[config.mk]
export PLATFORM = sky130hd
export DESIGN_NAME = alu_op_sequencer_flat
export DESIGN_NICKNAME = d
export VERILOG_FILES = /design/src/rtl/alu_op_sequencer_if.sv /design/src/rtl/alu_op_sequencer.sv /design/src/flat_wrapper.sv
export SDC_FILE = /design/constraint.sdc
export NUM_CORES = 1
export LEC_CHECK = 0
export ABC_AREA = 1
export CAP_MARGIN = 20
export CORE_ASPECT_RATIO = 1.25
export CORE_UTILIZATION = 50
export DETAILED_ROUTE_END_ITERATION = 10
export PLACE_DENSITY = 0.72
export SYNTH_ARGS = -nofsm -noshare
export SYNTH_HDL_FRONTEND = slang
export SYNTH_SLANG_ARGS = --single-unit
[constraint.sdc]
create_clock -name clk -period 1.72 [get_ports clk]
set_input_delay 0.172 -clock clk [delete_from_list [all_inputs] [get_ports clk]]
set_output_delay 0.172 -clock clk [all_outputs]
set_load 0.01 [all_outputs]
[src/rtl/alu_op_sequencer_if.sv]
// rtl/alu_op_sequencer_if.sv - program-load handshake between a loader (master) and the sequencer (slave).
interface alu_op_sequencer_if;
  logic       load_valid;
  logic [3:0] load_op;
  logic [3:0] load_data;
  logic       load_ready;

  modport master (output load_valid, output load_op, output load_data, input load_ready);
  modport slave  (input load_valid, input load_op, input load_data, output load_ready);
endinterface

[src/rtl/alu_op_sequencer.sv]
// rtl/alu_op_sequencer.sv - steps a small program through an external ALU, two cycles per entry.
module alu_op_sequencer #(
  parameter int DEPTH = 8
) (
  input  logic                 clk,
  input  logic                 rst_n,
  alu_op_sequencer_if.slave    ld,
  input  logic                 clear,
  input  logic                 start,
  output logic                 busy,
  output logic                 done,
  output logic [3:0]           acc_out,
  output logic [3:0]           alu_op,
  output logic [3:0]           alu_a,
  output logic [3:0]           alu_b,
  input  logic [3:0]           alu_result
);
  localparam int PW = $clog2(DEPTH);
  localparam int CW = $clog2(DEPTH + 1);

  typedef enum logic [1:0] {S_IDLE, S_ISSUE, S_CAPTURE, S_DONE} state_t;

  state_t          state_q;
  logic [CW-1:0]   count_q;
  logic [PW-1:0]   pc_q;
  logic [3:0]      acc_q;
  logic            busy_q;
  logic            done_q;
  logic [3:0]      alu_op_q;
  logic [3:0]      alu_a_q;
  logic [3:0]      alu_b_q;
  logic [7:0]      prog_q [DEPTH];

  logic            load_ready_w;
  logic            load_fire;
  logic [CW-1:0]   count_d;
  logic [7:0]      entry0;
  logic [PW-1:0]   pc_inc;
  logic [7:0]      next_entry;
  logic            last_entry;
  logic [3:0]      acc_d;

  assign load_ready_w = (state_q == S_IDLE) && (count_q < CW'(DEPTH));
  // clear wins over a same-cycle load, so a cleared cycle never writes memory
  assign load_fire    = ld.load_valid && load_ready_w && !clear;
  assign count_d      = load_fire ? count_q + CW'(1) : count_q;
  // a load accepted on the start edge into an empty program must be visible as entry 0
  assign entry0       = (load_fire && count_q == '0) ? {ld.load_op, ld.load_data} : prog_q[0];
  assign pc_inc       = pc_q + PW'(1);
  assign next_entry   = prog_q[pc_inc];
  assign last_entry   = (CW'(pc_q) == count_q - CW'(1));

  always_comb begin
    acc_d = acc_q;
    if (alu_op_q < 4'd8)
      acc_d = alu_result;
    else if (alu_op_q == 4'd8)
      acc_d = alu_b_q;
  end

  always_ff @(posedge clk) begin
    if (load_fire)
      prog_q[count_q[PW-1:0]] <= {ld.load_op, ld.load_data};
  end

  always_ff @(posedge clk or negedge rst_n) begin
    if (!rst_n) begin
      state_q  <= S_IDLE;
      count_q  <= '0;
      pc_q     <= '0;
      acc_q    <= '0;
      busy_q   <= 1'b0;
      done_q   <= 1'b0;
      alu_op_q <= '0;
      alu_a_q  <= '0;
      alu_b_q  <= '0;
    end else begin
      case (state_q)
        S_IDLE: begin
          done_q <= 1'b0;
          if (clear) begin
            count_q <= '0;
            acc_q   <= '0;
          end else begin
            count_q <= count_d;
            if (start) begin
              if (count_d != '0) begin
                state_q  <= S_ISSUE;
                pc_q     <= '0;
                busy_q   <= 1'b1;
                alu_op_q <= entry0[7:4];
                alu_a_q  <= acc_q;
                alu_b_q  <= entry0[3:0];
              end else begin
                state_q <= S_DONE;
                done_q  <= 1'b1;
              end
            end
          end
        end
        S_ISSUE: begin
          state_q <= S_CAPTURE;
        end
        S_CAPTURE: begin
          acc_q <= acc_d;
          if (last_entry) begin
            state_q  <= S_DONE;
            busy_q   <= 1'b0;
            done_q   <= 1'b1;
            alu_op_q <= '0;
            alu_a_q  <= '0;
            alu_b_q  <= '0;
          end else begin
            state_q  <= S_ISSUE;
            pc_q     <= pc_inc;
            alu_op_q <= next_entry[7:4];
            alu_a_q  <= acc_d;
            alu_b_q  <= next_entry[3:0];
          end
        end
        S_DONE: begin
          state_q <= S_IDLE;
          done_q  <= 1'b0;
        end
        default: begin
          state_q <= S_IDLE;
        end
      endcase
    end
  end

  assign ld.load_ready = load_ready_w;
  assign busy          = busy_q;
  assign done          = done_q;
  assign acc_out       = acc_q;
  assign alu_op        = alu_op_q;
  assign alu_a         = alu_a_q;
  assign alu_b         = alu_b_q;
endmodule

[src/flat_wrapper.sv]
// flat-port wrapper written by rule: the top's interface ports become plain ports
module alu_op_sequencer_flat 
#(
  parameter int DEPTH = 8
)
  (clk, rst_n, clear, start, busy, done, acc_out, alu_op, alu_a, alu_b, alu_result, ld_load_valid, ld_load_op, ld_load_data, ld_load_ready);
  alu_op_sequencer_if ld_i ();
  input  logic clk;
  input  logic rst_n;
  input  logic clear;
  input  logic start;
  output logic busy;
  output logic done;
  output logic [3:0] acc_out;
  output logic [3:0] alu_op;
  output logic [3:0] alu_a;
  output logic [3:0] alu_b;
  input  logic [3:0] alu_result;
  input wire logic [$bits(ld_i.load_valid)-1:0] ld_load_valid;
  input wire logic [$bits(ld_i.load_op)-1:0] ld_load_op;
  input wire logic [$bits(ld_i.load_data)-1:0] ld_load_data;
  output wire logic [$bits(ld_i.load_ready)-1:0] ld_load_ready;
  assign ld_i.load_valid = ld_load_valid;
  assign ld_i.load_op = ld_load_op;
  assign ld_i.load_data = ld_load_data;
  assign ld_load_ready = ld_i.load_ready;
  alu_op_sequencer #(.DEPTH(DEPTH)) u_core (.clk(clk), .rst_n(rst_n), .ld(ld_i), .clear(clear), .start(start), .busy(busy), .done(done), .acc_out(acc_out), .alu_op(alu_op), .alu_a(alu_a), .alu_b(alu_b), .alu_result(alu_result));
endmodule
==> summary.md <==
| Metric | Value |
|---|---|
| Final hold vios | 0 |
| Worst path arrival time | 2020 ps |
| Dpl cell area | around 5000 µm² |
| Top_reg_cell synth | edfxtp_1 |
| Drt pass-1 iters | 10 |
| Vias per cell | between 5 and 6 |
| Clock Power Share | 16.6% |
| Area share of and/or/nand/nor cells after synthesis | 27.2% |
| CTS H-tree lvls | 3 |
| Place WS | -130 ps |
| Number of global-route vias before repair | between 3,000 and 4,000 |
| Synth-to-layout area growth | 26.0% |
| Most common library cells after synthesis | nand2_1, edfxtp_1, nand3_1 |
| Die H | 105 µm |
| Pwr/cell area | 1640 nW/µm² |
| Cell count after synthesis | around 450 |
| # rows | 37 |
| Final setup viols | 9 |
| CTS Buffer Depth | 2 |
| Die W | 84.7 µm |
| Syn nets | 466 |
| Post-Syn Area | 4270 µm² |
| Worst hold margin | 189 ps |
| Nets | 544 |
| Core Region | 8240 µm² |
| Worst Path Required | 1980 ps |
| Final antenna-violating net count | 0 |
| Multi-input logic area | around 1600 µm² |
| Fmax | around 570 MHz |
| DRC Markers | 2 |
| CP Launch Type | flip-flop |
| Crit path capture type | flip-flop |
| Top-area cell type share of the netlist area | 45.0% |
| Post-synthesis adder-cell area fraction | 0.878% |
| Combinational share of power | 50.9% |
| Measured slew at the worst slew-check pin | around 440 ps |
| Tot Pwr | 8840 µW |
| ANT cells | 0 |
| Seq. cell area | ~2600 µm² |
| Slew headroom | 70.4% |
| Warnings, synthesis | 0 |
| Hold Buf Count CTS | 0 |
| Filler cell count | 652 |
| Part of the power in registers | 32.5% |
| Int Power | 5290 µW |
| Largest cells by area after synthesis | edfxtp_1, dfrtp_1, nand2_1, nand3_1, nor2_1 |
| Period minus WS final | 1760 ps |
| Placer Congestion | 0.912 |
| RSZ-0062 raised after global routing | yes |
| Mean Syn Cell Area | 9.58 µm² |
| Failing checks | DRC, setup timing |
| Kind of path behind the tightest hold check | input pin to async pin |
| Top-count cell post-synth | nand2_1 |
| Max-slew violations | 0 |
| Worst-path cell with the longest stage delay | dfrtp_1 |
| CP max stage delay | 400 ps |
| Hpwl dp | 7150 µm |
| Die footprint | about 8900 µm² |
| Post-Synth XOR/XNOR Area | 1.05% |
| First-pass GRT wire length | about 17,000 µm |
| Starting density of the core | 51.9% |
| Async set-reset flop share out of synthesis | 29.7% |
| IO Port Bufs | 35 |
| Largest family of logic cells by synthesized area | simple AND/OR/NAND/NOR gates |
| Multiplexer share of the synthesized area | 0% |
| Netlist cell types | 32 |
| Sw Pwr | between 3000 and 4000 µW |
| Outcome | finished with violations |
| Sequential fraction of the synthesis area | roughly three fifths |
| GRT Total Usage | 24.7% |
| Final wirelength | 10,600 µm |
| Clk Latency, worst-skew pair | 370 ps |
| Initial antenna violation count | 0 |
| I/O pin total | 36 |
| CP Class | flip-flop to flip-flop |
| WL per Instance | 16.9 µm |
| Grt total ovfl | 0 |
| Vias | 3,449 |
| CTS Sinks | between 90 and 100 |
| Post-route cell area | approximately 5400 µm² |
| Biggest area consumer among synthesized cells | edfxtp_1 |
| Peak VDD IR | slightly above 0.7 mV |
| Clock Skews | 13.1 ps |
| Starting DRT DRC Count | 200 |
| Max cap viols | 0 |
| Period utilization | 102% |
| Crit path buffers/inverters | 2 |
| Cell Chain, Critical Path | buf_4 > nor2_4 > nand3_4 > nand2_2 > nand3_2 > nor2_4 > a21boi_4 > clkbuf_16 > nand2_1 > nand2_1 |
| Synth Area in Compound Gates | 5.51% |
| Ratio of cells with drive above 1 in the final layout | 20.0% |
| Worst-path maximum fanout | 8 |
| Top delay family on crit path | simple AND/OR/NAND/NOR gates |
| CTS tree | yes |
| Switching share of power | 40.1% |
| Static leakage | 0.00225 µW |
| Num CTS Buffers | 9 |
| Post-synth EDFFs | 64 |
| Largest net degree at the start of global routing | 32 |
| Reg clk slew, reported paths | 90 ps |
| Synthesized flop and latch total | 91 |
| Fin util | around 65% |
| Setup ws final | -36.1 ps |
| Clock root buffer | clkbuf_8 |
==> registers in the layout (all words and copies together), names as in the netlist <==
register,cells
u_core.state_q,2
u_core.count_q,4
u_core.alu_b,4
u_core.alu_a,4
u_core.prog_q,64
u_core.busy,1
u_core.done,1
u_core.alu_op,4
u_core.acc_out,4
u_core.pc_q,3
==> routing by layer <==
| layer | part of all wire, % | global-route usage, % | vias to the layer above | routed length [µm] |
|---|---|---|---|---|
| li1 | - | - | 1666 | - |
| met1 | 40 | 30.7 | 1617 | 4230 |
| met2 | 52 | 41.2 | 141 | 5470 |
| met3 | 5.7 | 4.15 | 25 | 599 |
| met4 | 2.9 | 13.0 | 0 | 305 |
| met5 | 0 | 0 | - | 0 |
==> path summary, 6_finish.rpt <==
kind	startpoint	endpoint	slack, ps	cells after the start
min in group clk	start	u_core.done	470	3
max in group asynchronous	rst_n	u_core.count_q[2]	1240	2
setup reg to reg	u_core.state_q[0]	u_core.alu_b[2]	-40	10
setup / recovery	u_core.state_q[0]	u_core.alu_b[2]	-40	10
hold reg to reg	u_core.alu_a[3]	u_core.alu_a[3]	490	2
hold / removal	rst_n	u_core.alu_a[2]	190	2
==> kinds of logic after synthesis <==
| group | count (synthesis) |
|---|---|
| buffers and inverters | 42 |
| AOI/OAI and AO/OA | 42 |
| adders and majority gates | 3 |
| and+or+nand+nor | 265 |
| xor gates and xnor gates | 3 |
| DFF | 91 |
==> power groups by stage <==
stage	Sequential [µW]	Clock [µW]	Combinational, µW
floorplan	2960	0	2500
CTS	2870	1500	4200
detailed placement	2920	0	4140
finish	2870	1470	4490
global placement	2900	0	4040
global route	2910	1580	4950
==> layout by cell type, fill, tap and decap left out, drive strengths merged, types with 6 or more instances in the layout <==
master,count
o21ai,33
inv,27
nor3,6
nor2,43
clkbuf,10
edfxtp,64
clkdlybuf4s50,34
dfrtp,27
nand2,147
nand3,64
buf,48
==> stage by stage <==
stage | TNS, ps | std cells
2_1_floorplan | -6010 | 446
3_3_place_gp | -1840 | 603
3_5_place_dp | -3150 | 603
4_1_cts | 0 | 620
5_1_grt | -1350 | 626
6_report | -148 | 626
==> final cells by class <==
cell class | count | area share (%)
Tap cell | 97 | 2.25
Clock buffer | 9 | 2.30
Multi-Input combinational cell | 313 | 29.2
Inverter | 25 | 1.77
Timing Repair Buffer | 84 | 14.8
Sequential cell | 91 | 48.3
Clock inverter | 7 | 1.39
==> what timing repair did <==
| action | 4_1_cts | 5_1_grt |
|---|---|---|
| setup endpoints to repair | 23 | 26 |
| pin swaps | 0 | 12 |
| buffers inserted | 1 | 5 |
| cloned | 0 | 1 |
| gates resized for setup | 5 | 27 |
No activity file was read; power rests on OpenSTA's default activity.
